## src/rtl/pipe_ctrl_pkg.sv

```systemverilog
// Shared Y86 encodings, widths and FSM state type for the pipeline control unit.
package pipe_ctrl_pkg;

  localparam int unsigned ByteW = 8;
  localparam int unsigned WordW = 32;

  typedef logic [ByteW-1:0] byte_t;

  localparam byte_t IHALT   = 8'h0;
  localparam byte_t INOP    = 8'h1;
  localparam byte_t IRRMOVL = 8'h2;
  localparam byte_t IIRMOVL = 8'h3;
  localparam byte_t IRMMOVL = 8'h4;
  localparam byte_t IMRMOVL = 8'h5;
  localparam byte_t IOPL    = 8'h6;
  localparam byte_t JXX     = 8'h7;
  localparam byte_t ICALL   = 8'h8;
  localparam byte_t IRET    = 8'h9;
  localparam byte_t IPUSHL  = 8'hA;
  localparam byte_t IPOPL   = 8'hB;
  localparam byte_t RNONE   = 8'hF;

  typedef enum logic [1:0] {
    StRun     = 2'd0,
    StMemWait = 2'd1,
    StHalted  = 2'd2,
    StError   = 2'd3
  } state_e;

  function automatic logic is_mem_op(byte_t icode);
    return icode inside {IRMMOVL, IMRMOVL, ICALL, IRET, IPUSHL, IPOPL};
  endfunction

endpackage

```

## src/rtl/pipe_ctrl_if.sv

```systemverilog
// Pipeline-side signals seen by the control unit: stage icodes in, stall/bubble controls out.
interface pipe_ctrl_if #(
  parameter int unsigned CNT_W = 32
);
  pipe_ctrl_pkg::byte_t D_icode, E_icode, M_icode, W_icode;
  pipe_ctrl_pkg::byte_t E_dstM, d_srcA, d_srcB;
  logic                 e_Cnd;
  logic                 dmem_ready;

  logic F_stall, D_stall, E_stall, M_stall;
  logic D_bubble, E_bubble, M_bubble, W_bubble;
  logic halted, mem_err;
  logic [CNT_W-1:0] stall_cycles;

  modport master (
    output D_icode, E_icode, M_icode, W_icode, E_dstM, d_srcA, d_srcB, e_Cnd, dmem_ready,
    input  F_stall, D_stall, E_stall, M_stall, D_bubble, E_bubble, M_bubble, W_bubble,
    input  halted, mem_err, stall_cycles
  );

  modport slave (
    input  D_icode, E_icode, M_icode, W_icode, E_dstM, d_srcA, d_srcB, e_Cnd, dmem_ready,
    output F_stall, D_stall, E_stall, M_stall, D_bubble, E_bubble, M_bubble, W_bubble,
    output halted, mem_err, stall_cycles
  );
endinterface

```

## src/rtl/pipe_hazard.sv

```systemverilog
// Raw hazard detection: load/use, mispredicted jump and ret in flight. Purely combinational.
module pipe_hazard
  import pipe_ctrl_pkg::*;
(
  input  byte_t D_icode_i,
  input  byte_t E_icode_i,
  input  byte_t M_icode_i,
  input  byte_t E_dstM_i,
  input  byte_t d_srcA_i,
  input  byte_t d_srcB_i,
  input  logic  e_Cnd_i,
  output logic  load_use_o,
  output logic  mispredict_o,
  output logic  ret_o
);

  always_comb begin
    load_use_o   = (E_icode_i inside {IMRMOVL, IPOPL}) && (E_dstM_i != RNONE) &&
                   ((E_dstM_i == d_srcA_i) || (E_dstM_i == d_srcB_i));
    mispredict_o = (E_icode_i == JXX) && !e_Cnd_i;
    ret_o        = (D_icode_i == IRET) || (E_icode_i == IRET) || (M_icode_i == IRET);
  end

endmodule

```

## src/rtl/pipe_ctrl.sv

```systemverilog
// Y86 pipeline control: hazard responses, variable-latency memory wait with timeout,
// halt freeze and a saturating stall-cycle counter.
module pipe_ctrl
  import pipe_ctrl_pkg::*;
#(
  parameter int unsigned MEM_TIMEOUT = 16,
  parameter int unsigned CNT_W       = 32
) (
  input logic       clk,
  input logic       rst,
  pipe_ctrl_if.slave bus
);

  localparam int unsigned WaitW = $clog2(MEM_TIMEOUT + 1);

  state_e             state_q, state_d;
  logic [WaitW-1:0]   wait_cnt_q, wait_cnt_d;
  logic [CNT_W-1:0]   stall_cycles_q, stall_cycles_d;
  logic               halted_q, halted_d;
  logic               mem_err_q, mem_err_d;

  logic load_use, mispredict, ret, mem_wait;
  logic f_stall, d_stall, e_stall, m_stall;
  logic d_bubble, e_bubble, m_bubble, w_bubble;

  pipe_hazard u_hazard (
    .D_icode_i    (bus.D_icode),
    .E_icode_i    (bus.E_icode),
    .M_icode_i    (bus.M_icode),
    .E_dstM_i     (bus.E_dstM),
    .d_srcA_i     (bus.d_srcA),
    .d_srcB_i     (bus.d_srcB),
    .e_Cnd_i      (bus.e_Cnd),
    .load_use_o   (load_use),
    .mispredict_o (mispredict),
    .ret_o        (ret)
  );

  assign mem_wait = is_mem_op(bus.M_icode) && !bus.dmem_ready;

  always_comb begin
    state_d    = state_q;
    wait_cnt_d = wait_cnt_q;
    f_stall    = 1'b0;
    d_stall    = 1'b0;
    e_stall    = 1'b0;
    m_stall    = 1'b0;
    d_bubble   = 1'b0;
    e_bubble   = 1'b0;
    m_bubble   = 1'b0;
    w_bubble   = 1'b0;

    if (rst) begin
      // Flush every stage register while the FSM restarts.
      d_bubble   = 1'b1;
      e_bubble   = 1'b1;
      m_bubble   = 1'b1;
      w_bubble   = 1'b1;
      state_d    = StRun;
      wait_cnt_d = '0;
    end else if (state_q == StHalted || state_q == StError) begin
      {f_stall, d_stall, e_stall, m_stall} = 4'b1111;
      w_bubble = 1'b1;
    end else if (mem_wait) begin
      {f_stall, d_stall, e_stall, m_stall} = 4'b1111;
      w_bubble   = 1'b1;
      wait_cnt_d = wait_cnt_q + WaitW'(1);
      state_d    = (wait_cnt_q == WaitW'(MEM_TIMEOUT - 1)) ? StError : StMemWait;
    end else begin
      state_d    = StRun;
      wait_cnt_d = '0;
      if (bus.M_icode == IHALT || bus.W_icode == IHALT) m_bubble = 1'b1;
      if (bus.W_icode == IHALT) state_d = StHalted;
      // A concurrent load/use converts the ret D bubble into a D stall.
      f_stall  = load_use | ret;
      d_stall  = load_use;
      d_bubble = mispredict | (ret & ~load_use);
      e_bubble = load_use | mispredict;
    end

    stall_cycles_d = stall_cycles_q;
    if (f_stall && !(&stall_cycles_q)) stall_cycles_d = stall_cycles_q + CNT_W'(1);
    halted_d  = halted_q  | (state_d == StHalted);
    mem_err_d = mem_err_q | (state_d == StError);
  end

  always_ff @(posedge clk) begin
    if (rst) begin
      state_q        <= StRun;
      wait_cnt_q     <= '0;
      stall_cycles_q <= '0;
      halted_q       <= 1'b0;
      mem_err_q      <= 1'b0;
    end else begin
      state_q        <= state_d;
      wait_cnt_q     <= wait_cnt_d;
      stall_cycles_q <= stall_cycles_d;
      halted_q       <= halted_d;
      mem_err_q      <= mem_err_d;
    end
  end

  assign bus.F_stall      = f_stall;
  assign bus.D_stall      = d_stall;
  assign bus.E_stall      = e_stall;
  assign bus.M_stall      = m_stall;
  assign bus.D_bubble     = d_bubble;
  assign bus.E_bubble     = e_bubble;
  assign bus.M_bubble     = m_bubble;
  assign bus.W_bubble     = w_bubble;
  assign bus.halted       = halted_q;
  assign bus.mem_err      = mem_err_q;
  assign bus.stall_cycles = stall_cycles_q;

endmodule

```

## src/flat_wrapper.sv

```systemverilog
// flat-port wrapper written by rule: the top's interface ports become plain ports
module pipe_ctrl_flat import pipe_ctrl_pkg::*;
#(
  parameter int unsigned MEM_TIMEOUT = 16,
  parameter int unsigned CNT_W       = 32
)
  (clk, rst, bus_D_icode, bus_E_icode, bus_M_icode, bus_W_icode, bus_E_dstM, bus_d_srcA, bus_d_srcB, bus_e_Cnd, bus_dmem_ready, bus_F_stall, bus_D_stall, bus_E_stall, bus_M_stall, bus_D_bubble, bus_E_bubble, bus_M_bubble, bus_W_bubble, bus_halted, bus_mem_err, bus_stall_cycles);
  pipe_ctrl_if #(.CNT_W(CNT_W)) bus_i ();
  input logic clk;
  input logic rst;
  input wire logic [$bits(bus_i.D_icode)-1:0] bus_D_icode;
  input wire logic [$bits(bus_i.E_icode)-1:0] bus_E_icode;
  input wire logic [$bits(bus_i.M_icode)-1:0] bus_M_icode;
  input wire logic [$bits(bus_i.W_icode)-1:0] bus_W_icode;
  input wire logic [$bits(bus_i.E_dstM)-1:0] bus_E_dstM;
  input wire logic [$bits(bus_i.d_srcA)-1:0] bus_d_srcA;
  input wire logic [$bits(bus_i.d_srcB)-1:0] bus_d_srcB;
  input wire logic [$bits(bus_i.e_Cnd)-1:0] bus_e_Cnd;
  input wire logic [$bits(bus_i.dmem_ready)-1:0] bus_dmem_ready;
  output wire logic [$bits(bus_i.F_stall)-1:0] bus_F_stall;
  output wire logic [$bits(bus_i.D_stall)-1:0] bus_D_stall;
  output wire logic [$bits(bus_i.E_stall)-1:0] bus_E_stall;
  output wire logic [$bits(bus_i.M_stall)-1:0] bus_M_stall;
  output wire logic [$bits(bus_i.D_bubble)-1:0] bus_D_bubble;
  output wire logic [$bits(bus_i.E_bubble)-1:0] bus_E_bubble;
  output wire logic [$bits(bus_i.M_bubble)-1:0] bus_M_bubble;
  output wire logic [$bits(bus_i.W_bubble)-1:0] bus_W_bubble;
  output wire logic [$bits(bus_i.halted)-1:0] bus_halted;
  output wire logic [$bits(bus_i.mem_err)-1:0] bus_mem_err;
  output wire logic [$bits(bus_i.stall_cycles)-1:0] bus_stall_cycles;
  assign bus_i.D_icode = bus_D_icode;
  assign bus_i.E_icode = bus_E_icode;
  assign bus_i.M_icode = bus_M_icode;
  assign bus_i.W_icode = bus_W_icode;
  assign bus_i.E_dstM = bus_E_dstM;
  assign bus_i.d_srcA = bus_d_srcA;
  assign bus_i.d_srcB = bus_d_srcB;
  assign bus_i.e_Cnd = bus_e_Cnd;
  assign bus_i.dmem_ready = bus_dmem_ready;
  assign bus_F_stall = bus_i.F_stall;
  assign bus_D_stall = bus_i.D_stall;
  assign bus_E_stall = bus_i.E_stall;
  assign bus_M_stall = bus_i.M_stall;
  assign bus_D_bubble = bus_i.D_bubble;
  assign bus_E_bubble = bus_i.E_bubble;
  assign bus_M_bubble = bus_i.M_bubble;
  assign bus_W_bubble = bus_i.W_bubble;
  assign bus_halted = bus_i.halted;
  assign bus_mem_err = bus_i.mem_err;
  assign bus_stall_cycles = bus_i.stall_cycles;
  pipe_ctrl #(.MEM_TIMEOUT(MEM_TIMEOUT), .CNT_W(CNT_W)) u_core (.clk(clk), .rst(rst), .bus(bus_i));
endmodule
```

## config.mk

```make
export PLATFORM = sky130hd
export DESIGN_NAME = pipe_ctrl_flat
export DESIGN_NICKNAME = d
export VERILOG_FILES = /design/src/rtl/pipe_ctrl_pkg.sv /design/src/rtl/pipe_ctrl_if.sv /design/src/rtl/pipe_hazard.sv /design/src/rtl/pipe_ctrl.sv /design/src/flat_wrapper.sv
export SDC_FILE = /design/constraint.sdc
export NUM_CORES = 1
export LEC_CHECK = 0
export CAP_MARGIN = 20
export CORE_ASPECT_RATIO = 1.1
export CORE_UTILIZATION = 47
export CTS_CLUSTER_SIZE = 10
export DETAILED_ROUTE_END_ITERATION = 10
export HOLD_SLACK_MARGIN = 0.03
export PLACE_DENSITY = 0.87
export SLEW_MARGIN = 0
export SYNTH_ARGS = -nofsm -noshare
export SYNTH_HDL_FRONTEND = slang
export SYNTH_HIERARCHICAL = 1
export SYNTH_SLANG_ARGS = --single-unit
```

## constraint.sdc

```tcl
create_clock -name clk -period 6.4 [get_ports clk]
set_input_delay 0.96 -clock clk [delete_from_list [all_inputs] [get_ports clk]]
set_output_delay 0.96 -clock clk [all_outputs]
set_load 0.1 [all_outputs]
```

==> results.json <==
{
  "antenna_left": 0,
  "synth.distinct_cells": 54,
  "clk_pin_slew_ns": 0.07,
  "dpl.hpwl_um": 4850,
  "r2r-end": "u_core/bus.stall_cycles[29]",
  "grt_first_pass_wirelength_um": 10500,
  "fp-row-count": 27,
  "cp.arrival_ns": 4.16,
  "drt_iter0_drc": 131,
  "syn_nets": 354,
  "start_kind": "input port",
  "cp_max_fo": 7,
  "start_util_pct": 48.9,
  "worstPathRequired_ns": 5.44,
  "p_int_uw": 428,
  "wl_per_cell_um": 14.4,
  "maxCapViolations": 0,
  "viasPerCell": 5.55,
  "layout_min_cycle_time_ns": 5.12,
  "reg2regPathDepth": 6,
  "relSlewSlack_pct": 33.0,
  "ctsHoldBuffers": 0,
  "yosysMostFrequentCell": "nor2_1",
  "pwr-share-comb_pct": 14.8,
  "finalWirelength_um": 6450,
  "gr-usage-all-layers_pct": 23.5,
  "drive_above_1_share_pct": 7.42,
  "hold_violations": 0,
  "antennaDiodeCount": 0,
  "dp_slack_ns": 1.29,
  "cts_tree": "built",
  "status": "finished, violations left",
  "netlist_area_sq_um": 2460,
  "overflow": 0,
  "yosysSeqAreaShare_pct": 33.3,
  "ys_ff_latch": 41,
  "final_area_sq_um": 3620,
  "post_cts_resized": 0,
  "seq_power_share_pct": 46.7,
  "htreeDepth": 2,
  "p_switching_uw": 119,
  "synth_commonest_cells": "nor2_1 (44), dfxtp_1 (41), xor2_1 (29)",
  "place_congestion": 0.806,
  "finalMaxSlewViolations": 0,
  "skew_ns": 0.00780,
  "min_period_over_period_pct": 80.1,
  "root_buffer": "clkbuf_8",
  "holdPathStages": 2,
  "regToRegStartpoint": "u_core/bus.stall_cycles[2]",
  "syn_inst": 291,
  "reg2reg_slack_ns": 3.95,
  "final_cells": 449,
  "clock_sinks": 41,
  "die-area_sq_um": 5540,
  "p_leak_uw": 0.00126,
  "clk_path_buf_depth": 2,
  "post-synth-top-area-fraction_pct": 33.3,
  "dieWidth_um": 71.0,
  "synth_async_sr_flop_share_pct": 0,
  "hp-class": "reg -> reg",
  "clock_latency_ns": 0.29,
  "setup_tns_ns": 0,
  "fillers": 398,
  "worstMarginPinSlew_ns": 1.00,
  "synth-warning-count": 6,
  "fin_nets": 453,
  "syn_to_final_growth_pct": 46.9,
  "clock.fmax_mhz": 195,
  "peakVddDrop_v": 0.000130,
  "multi_input_area_sq_um": 1580,
  "ys.flop_type": "dfxtp_1",
  "hold_slack_ns": 0.498,
  "grt_max_degree": 46,
  "synth.area.top_cells": "dfxtp_1 (33%), xor2_1 (10%), nor2_1 (6.7%)",
  "vias": 2494,
  "post_cts_buffers": 0,
  "drcViolationCount": 7,
  "critPathKind": "in -> out",
  "pwr-share-clk_pct": 38.6,
  "seqCellArea_sq_um": 821,
  "p_sw_share_pct": 21.8,
  "avgSynthCellArea_sq_um": 8.47,
  "end_kind": "output port",
  "antenna_found_initial": 0,
  "power_density_nw_per_um2": 151,
  "synth_top_cell_by_area": "dfxtp_1",
  "first_pass_iters": 8,
  "post_dp_cell_area_sq_um": 3500,
  "synth-edff-count": 0,
  "die_h_um": 77.9,
  "io_pins": 102,
  "port_buffers": 101,
  "rsz0062_at_grt": "false",
  "violations": "DRC",
  "setup_viol": 0,
  "hold_start": "u_core/state_q[0]",
  "grt_pass1_vias": 2403,
  "core_sq_um": 5030,
  "place_inst": 441,
  "cts-buffers-inserted": 5,
  "min_to": "u_core/state_q[0]",
  "worst_slack_ns": 1.28
}
## logic make-up (layout without fill, tap and decap cells)
family / after synthesis / after routing / synth area share, %
flops: 41 / 41 / 33.3
mux: 4 / 4 / 1.68
compound gates: 24 / 24 / 8.69
simple gates: 159 / 159 / 35.6
fa+ha+maj: 3 / 3 / 1.52
buf+inv: 13 / 113 / 2.49
xor+xnor: 47 / 47 / 16.7
## power groups by stage
stage	logic [uW]	clock network, uW	registers [uW]
6_report	80.7	211	255
5_1_grt	85.5	226	255
4_1_cts	81.0	215	255
3_5_place_dp	80.6	0	261
3_3_place_gp	79.3	0	261
2_1_floorplan	33.2	0	262
## layout make-up
cell class | count | share of cell area, %
tap | 58 | 2.01
sequential | 41 | 22.7
clock buffer | 7 | 2.39
timing repair buffer | 102 | 28.1
inverter | 3 | 0.311
clock inverter | 1 | 0.830
multi-input combinational | 237 | 43.7
## per-stage QoR
step | total power, uW | util [%]
2_1_floorplan | 296 | -
3_3_place_gp | 341 | 69.6
3_5_place_dp | 342 | 69.6
4_1_cts | 551 | 71.9
5_1_grt | 567 | 71.9
6_report | 547 | 71.9
## how the worst max path moves through the flow
| stage | end | slack (ns) | cells past startpoint | startpoint |
|---|---|---|---|---|
| after global routing | bus_E_stall | 1.17 | 7 | bus_M_icode[2] |
| after detailed placement | bus_M_stall | 1.29 | 7 | bus_M_icode[5] |
| final | bus_M_stall | 1.28 | 7 | bus_M_icode[2] |
| after floorplan | bus_M_stall | 1.99 | 7 | bus_M_icode[5] |
| after CTS | bus_M_stall | 1.27 | 7 | bus_M_icode[2] |
| after global placement | bus_E_stall | 1.34 | 7 | bus_M_icode[5] |
## worst max-delay path, cell delays in order
cell	delay, ns
clkdlybuf4s50_1	0.51
or3b_2	0.49
a211oi_1	0.43
nor2_1	0.17
or2_2	0.38
inv_1	0.09
clkdlybuf4s50_1	1.12
## sequential cells by signal (all words and copies together) (netlist names)
signal	cells
u_core/bus.stall_cycles	32
u_core/wait_cnt_q	5
u_core/state_q	2
u_core/bus.halted	1
u_core/bus.mem_err	1
## routing by layer
metal / GRT usage (%) / share of wire (%)
met1: 26.2 / 41
met4: 9.20 / 1.7
met3: 4.81 / 5.4
met2: 43.3 / 51
met5: 0 / 0
## placed cells by master (no fill, tap or decap), types with 3 or more instances in the layout
| cell | instances |
|---|---|
| and3_1 | 9 |
| nor2b_1 | 4 |
| a21oi_1 | 6 |
| dfxtp_1 | 41 |
| ha_1 | 3 |
| nor4_1 | 8 |
| nor3_1 | 4 |
| and2_2 | 3 |
| xor2_1 | 29 |
| xnor2_1 | 18 |
| clkbuf_8 | 6 |
| mux2i_1 | 3 |
| clkdlybuf4s50_1 | 100 |
| o21ai_0 | 4 |
| nor2_1 | 44 |
| nand2_1 | 16 |
| nand2b_1 | 4 |
| inv_1 | 3 |
| nand4_1 | 18 |
| nand3_1 | 22 |
Power figures use the tool's default switching activity.
